**config.mk**
```make
export PLATFORM = sky130hd
export DESIGN_NAME = pc
export DESIGN_NICKNAME = d
export VERILOG_FILES = /design/src/rtl/pc_pkg.sv /design/src/rtl/pc_next_sel.sv /design/src/rtl/pc.sv
export SDC_FILE = /design/constraint.sdc
export NUM_CORES = 1
export LEC_CHECK = 0
export BUFFER_PORTS_ARGS = -buffer_cell sky130_fd_sc_hd__buf_2
export CORE_AREA = 2 2 93 113
export CTS_BUF_LIST = sky130_fd_sc_hd__clkbuf_16
export CTS_CLUSTER_SIZE = 25
export DETAILED_ROUTE_END_ITERATION = 10
export DIE_AREA = 0 0 95 115
export SLEW_MARGIN = 20
export SYNTH_ARGS = -nofsm -noshare
export SYNTH_HDL_FRONTEND = slang
export SYNTH_HIERARCHICAL = 1
export SYNTH_SLANG_ARGS = --single-unit
```
**constraint.sdc**
```tcl
create_clock -name clk -period 2.3 [get_ports clk]
set_clock_uncertainty 0.1 [all_clocks]
set_input_delay 0.23 -clock clk [delete_from_list [all_inputs] [get_ports clk]]
set_output_delay 0.23 -clock clk [all_outputs]
set_load 0.01 [all_outputs]
```
**src/rtl/pc_pkg.sv**
```systemverilog
// -----------------------------------------------------------------------------
// pc_pkg -- shared constants and types for the program counter slice.
//
// Holds the instruction/address widths, the polarity constants for the
// control inputs, the reset instruction address and the NOP used to flush
// the instruction register. The next-address source is a small enum so the
// selection made each cycle can be observed as a named value.
//
// Optional feature macro used by this slice: PC_MISALIGN_EN (see pc.sv).
// -----------------------------------------------------------------------------
package pc_pkg;

  localparam int INST_WIDTH      = 32;
  localparam int INST_ADDR_WIDTH = 32;

  localparam logic RST   = 1'b1;
  localparam logic UNRST = 1'b0;
  localparam logic JUMP  = 1'b1;
  localparam logic HOLD  = 1'b1;

  localparam logic [INST_ADDR_WIDTH-1:0] INI_INST_ADDR = 32'h0000_0000;
  // addi x0, x0, 0
  localparam logic [INST_WIDTH-1:0]      INST_NOP      = 32'h0000_0013;

  // Which source drives the next PC, in priority order.
  typedef enum logic [1:0] {
    SEL_RST  = 2'd0,
    SEL_JUMP = 2'd1,
    SEL_HOLD = 2'd2,
    SEL_INC  = 2'd3
  } pc_sel_e;

endpackage

```
**src/rtl/pc_next_sel.sv**
```systemverilog
// -----------------------------------------------------------------------------
// pc_next_sel -- combinational next-address selection for the PC.
//
// Priority: rst > jump > hold > sequential +4 (wraps modulo 2^32).
// With PC_MISALIGN_EN defined, a jump target has bits [1:0] cleared;
// otherwise the target is loaded verbatim.
//
// Ports:
//   rst        in   1   reset request (RST)
//   jump       in   1   load jump_addr (JUMP)
//   hold       in   1   keep current PC (HOLD)
//   jump_addr  in   32  jump target
//   pc_cur     in   32  current PC
//   pc_next    out  32  PC value for the next edge
//   sel        out  2   source chosen (pc_sel_e), for observation
// -----------------------------------------------------------------------------
module pc_next_sel
  import pc_pkg::*;
(
  input  logic                       rst,
  input  logic                       jump,
  input  logic                       hold,
  input  logic [INST_ADDR_WIDTH-1:0] jump_addr,
  input  logic [INST_ADDR_WIDTH-1:0] pc_cur,
  output logic [INST_ADDR_WIDTH-1:0] pc_next,
  output pc_sel_e                    sel
);

  logic [INST_ADDR_WIDTH-1:0] jump_target;

`ifdef PC_MISALIGN_EN
  assign jump_target = {jump_addr[INST_ADDR_WIDTH-1:2], 2'b00};
`else
  assign jump_target = jump_addr;
`endif

  // rst is tested first so jump/hold are never looked at while resetting.
  always_comb begin
    sel = SEL_INC;
    if (rst == RST)        sel = SEL_RST;
    else if (jump == JUMP) sel = SEL_JUMP;
    else if (hold == HOLD) sel = SEL_HOLD;
  end

  always_comb begin
    pc_next = pc_cur + 32'd4;
    case (sel)
      SEL_RST:  pc_next = INI_INST_ADDR;
      SEL_JUMP: pc_next = jump_target;
      SEL_HOLD: pc_next = pc_cur;
      default:  pc_next = pc_cur + 32'd4;
    endcase
  end

endmodule

```
**src/rtl/pc.sv**
```systemverilog
// -----------------------------------------------------------------------------
// pc -- program counter and instruction register of the fetch stage.
//
// All outputs are registered; nothing passes combinationally from an input
// to an output. inst_o lags inst by one cycle. A jump flushes the fetched
// instruction by loading a NOP into inst_o.
//
// Build option: define PC_MISALIGN_EN to add misalign_o, which pulses for
// one cycle after a jump whose target has bits [1:0] != 0 (the loaded PC has
// those bits cleared).
//
// Ports:
//   clk         in   1   rising-edge clock
//   rst         in   1   synchronous reset, active high
//   inst        in   32  instruction fetched at pc_o
//   jump        in   1   load jump_addr into PC
//   jump_addr   in   32  jump target
//   hold        in   1   freeze PC and instruction register
//   pc_o        out  32  current instruction address
//   inst_o      out  32  instruction passed to decode
//   misalign_o  out  1   misaligned-jump pulse (PC_MISALIGN_EN only)
// -----------------------------------------------------------------------------
module pc
  import pc_pkg::*;
(
  input  logic                       clk,
  input  logic                       rst,
  input  logic [INST_WIDTH-1:0]      inst,
  input  logic                       jump,
  input  logic [INST_ADDR_WIDTH-1:0] jump_addr,
  input  logic                       hold,
`ifdef PC_MISALIGN_EN
  output logic                       misalign_o,
`endif
  output logic [INST_ADDR_WIDTH-1:0] pc_o,
  output logic [INST_WIDTH-1:0]      inst_o
);

  logic [INST_ADDR_WIDTH-1:0] pc_next;
  pc_sel_e                    sel;

  pc_next_sel u_next_sel (
    .rst       (rst),
    .jump      (jump),
    .hold      (hold),
    .jump_addr (jump_addr),
    .pc_cur    (pc_o),
    .pc_next   (pc_next),
    .sel       (sel)
  );

  always_ff @(posedge clk) begin
    pc_o <= pc_next;
  end

  // The instruction register follows the same source selection as the PC:
  // reset and jump load a NOP, hold keeps the value, otherwise capture inst.
  always_ff @(posedge clk) begin
    case (sel)
      SEL_RST:  inst_o <= INST_NOP;
      SEL_JUMP: inst_o <= INST_NOP;
      SEL_HOLD: inst_o <= inst_o;
      default:  inst_o <= inst;
    endcase
  end

`ifdef PC_MISALIGN_EN
  // Set only on the edge that takes a misaligned jump, so it lasts one cycle.
  always_ff @(posedge clk) begin
    misalign_o <= (sel == SEL_JUMP) && (jump_addr[1:0] != 2'b00);
  end
`endif

endmodule

```
==> summary.txt <==
Cell Chain, Critical Path - ha_1 > and4b_1 > and4_1 > nand4_1 > xor2_1 > a211oi_1
Vias in the first global route - 2611
Port-buffer cells - 131
Share of synthesized registers carrying an async set or reset - 0
Slew headroom - 0.5970
Final setup viols - 0
CTS tree - built
Leak - 0.001783 µW
Via total after detailed routing - 2646
Global-route wire length before repair - 12710 µm
Cell taking the most area after synthesis - edfxtp_1
Post-synthesis compound-gate area fraction - 0.09583
Largest family of logic cells by synthesized area - simple AND/OR/NAND/NOR gates
Fraction of the mapped netlist area in simple logic gates - 0.2467
Pre-antenna DRT Iters - 4
Post-synthesis xor/xnor area fraction - 0.07292
Slew Limit Fails - 0
H-tree depth - 3
Stages on the worst setup path - 6
CP delay by family, top - simple AND/OR/NAND/NOR gates
Die footprint - 10930 µm²
Total congestion overflow - 0
Pwr dens - 754.1 nW/µm²
Synth Instances - 292
Hold Path Cell Cnt - 2
Fillers - 995
Antenna Nets Post-Route - 0
Hold Path Class - in -> reg
GRT Total Usage - 0.1529
Cell Rows - 40
Crit path largest cell delay - 390 ps
GR Util met2 - 0.2525
Primary FF master, synth - edfxtp_1
Synthesized cell area - 3003 µm²
Longest Clk Path Bufs - 2
Peak supply drop - 312.5 µV
Clock slew at reported path FFs - 50 ps
Die width - 95 µm
Synth cell types - 40
Synthesized area per cell - 10.28 µm²
Commonest non-fill, non-tap cell in the layout - buf_2
Antenna diodes - 0
Area contributors post-synth - edfxtp_1 (32%), dfxtp_1 (21%), and2_1 (6.5%)
Commonest cells after routing, fill and taps aside - buf_2 (131), nor2_1 (34), edfxtp_1 (32), dfxtp_1 (32), and2_1 (31)
Post-synth EDFFs - 32
Clock sink count - 64
Mapped Nets - 361
Clk_lat worst skew - 330 ps
# nets final - 496
Remaining DRCs - 0
Vias per cell - 4.742
Met3 usage - 0.04128
Post-CTS setup repair buffer count - 0
Arrival time worst endpoint - 2050 ps
Root Buffer - clkbuf_16
Adder-Cell Fraction of Synth Area - 0.004167
Area Overhead vs Synth - 37.33%
Core Area - 9859 µm²
TritonCTS buffer count - 9
Cts repair resizes - 0
Max-cap violations - 0
Reg2reg path depth - 6
WL final - 8049 µm
Die Height - 115 µm
Cts hold-fix bufs - 0
DR iter-0 viols - 90
M1 GR Usage - 0.1789
Ratio of final minimum period to clock period - 0.8292
Largest net degree at the start of global routing - 35
Worst path required time - 2440 ps
Io pins - 132
Starting Density - 0.3046
Fin util - 0.4183
DP Wirelength - 6169 µm
Top cell type's share of synthesized area - 0.3200
Gr busiest metal - met2
RSZ-0062 raised after global routing - no
Crit Path Max Fanout - 5
Min Tclk post-route - 1907 ps
Peak Freq - 524.4 MHz
Routed len/inst - 14.42 µm
Initial antenna violation count - 0
Share of layout cells above drive strength 1 - 0.3704
Count of final hold-check violations - 0
Mux contribution to synthesized area - 0.02000
Post-synthesis sequential area ratio - 0.5333
Setup TNS - 0 ps
Critical path launch point type - register
Synth Warn # - 6
Crit path capture type - register
Slowest cell on the critical path - dfxtp_1
FF+latch count, synth - 64
Buf/Inv on CP - 0
Status - finished clean
Crit path kind - reg -> reg
Slew @ Worst Pin - 599.9 ps
GPL Wtd Cong - 0.8246
-- layer usage --
metal,share of wire,up-vias
met4,0.023,0
li1,-,1321
met2,0.46,122
met1,0.43,1187
met3,0.092,16
met5,0,-
-- cells by family after synthesis --
kind of cell,after synthesis
simple gates,135
flops,64
compound gates,41
xor+xnor,25
buf+inv,20
mux,6
fa+ha+maj,1
-- state kept, by name, indices dropped and copies added (netlist names) --
name and flops:
inst_o 32, pc_o 32
-- worst reg2reg max path, stage by stage (launching register included) --
cell,delay [ps]
dfxtp_1,390
ha_1,230
and4b_1,290
and4_1,280
nand4_1,130
xor2_1,160
a211oi_1,230
-- synth_stat cells (2+ instances only) --
master,count
a211oi_1,11
a211oi_2,2
a21oi_1,14
a22o_1,2
a311oi_1,3
and2_1,31
and4_1,4
and4b_1,2
buf_2,3
clkbuf_1,8
clkbuf_2,2
dfxtp_1,32
edfxtp_1,32
inv_1,5
mux2i_1,6
nand2_1,15
nand2b_1,5
nand3_1,13
nand4_1,13
nor2_1,35
nor3_1,6
nor4_2,2
o21ai_0,3
o22ai_1,3
or3_1,2
xnor2_1,16
xor2_1,9
-- report_power, final --
group	internal [µW]	switching [µW]	total, µW
clock	936	475	1410
combinational	165	186	351
sequential	1290	61.5	1350
total	2390	723	3110
-- final timing paths --
path                   startpoint  slack [ps]                to
setup / recovery  pc_o[2]$_DFF_P_         390  pc_o[16]$_DFF_P_
hold reg to reg   pc_o[0]$_DFF_P_         390   pc_o[0]$_DFF_P_
setup reg to reg  pc_o[2]$_DFF_P_         390  pc_o[16]$_DFF_P_
hold / removal      jump_addr[24]          30  pc_o[24]$_DFF_P_
-- cell type report --
class | instances | area [µm²] | share of cell area
clock inverters | 7 | 86.33 | 0.02093
flip-flops and latches | 64 | 1602 | 0.3884
inverters | 6 | 22.52 | 0.005461
clock buffers | 9 | 225.2 | 0.05461
well taps | 126 | 157.7 | 0.03823
repair buffers | 138 | 708.2 | 0.1717
multi-input cells | 208 | 1323 | 0.3207
-- through the flow --
step	setup WS, ps	cell area, µm²	cells	total power [µW]	hold WS (ps)
finish	392.9	4124	558	3110	34.92
global route	231.8	4124	558	3250	51.08
CTS	374.6	4124	558	3148	25.69
detailed placement	407.6	3812	542	1729	367.3
global placement	474.2	3812	542	1724	358.4
floorplan	210.6	3003	292	1545	262.8
Power figures use the tool's default switching activity.
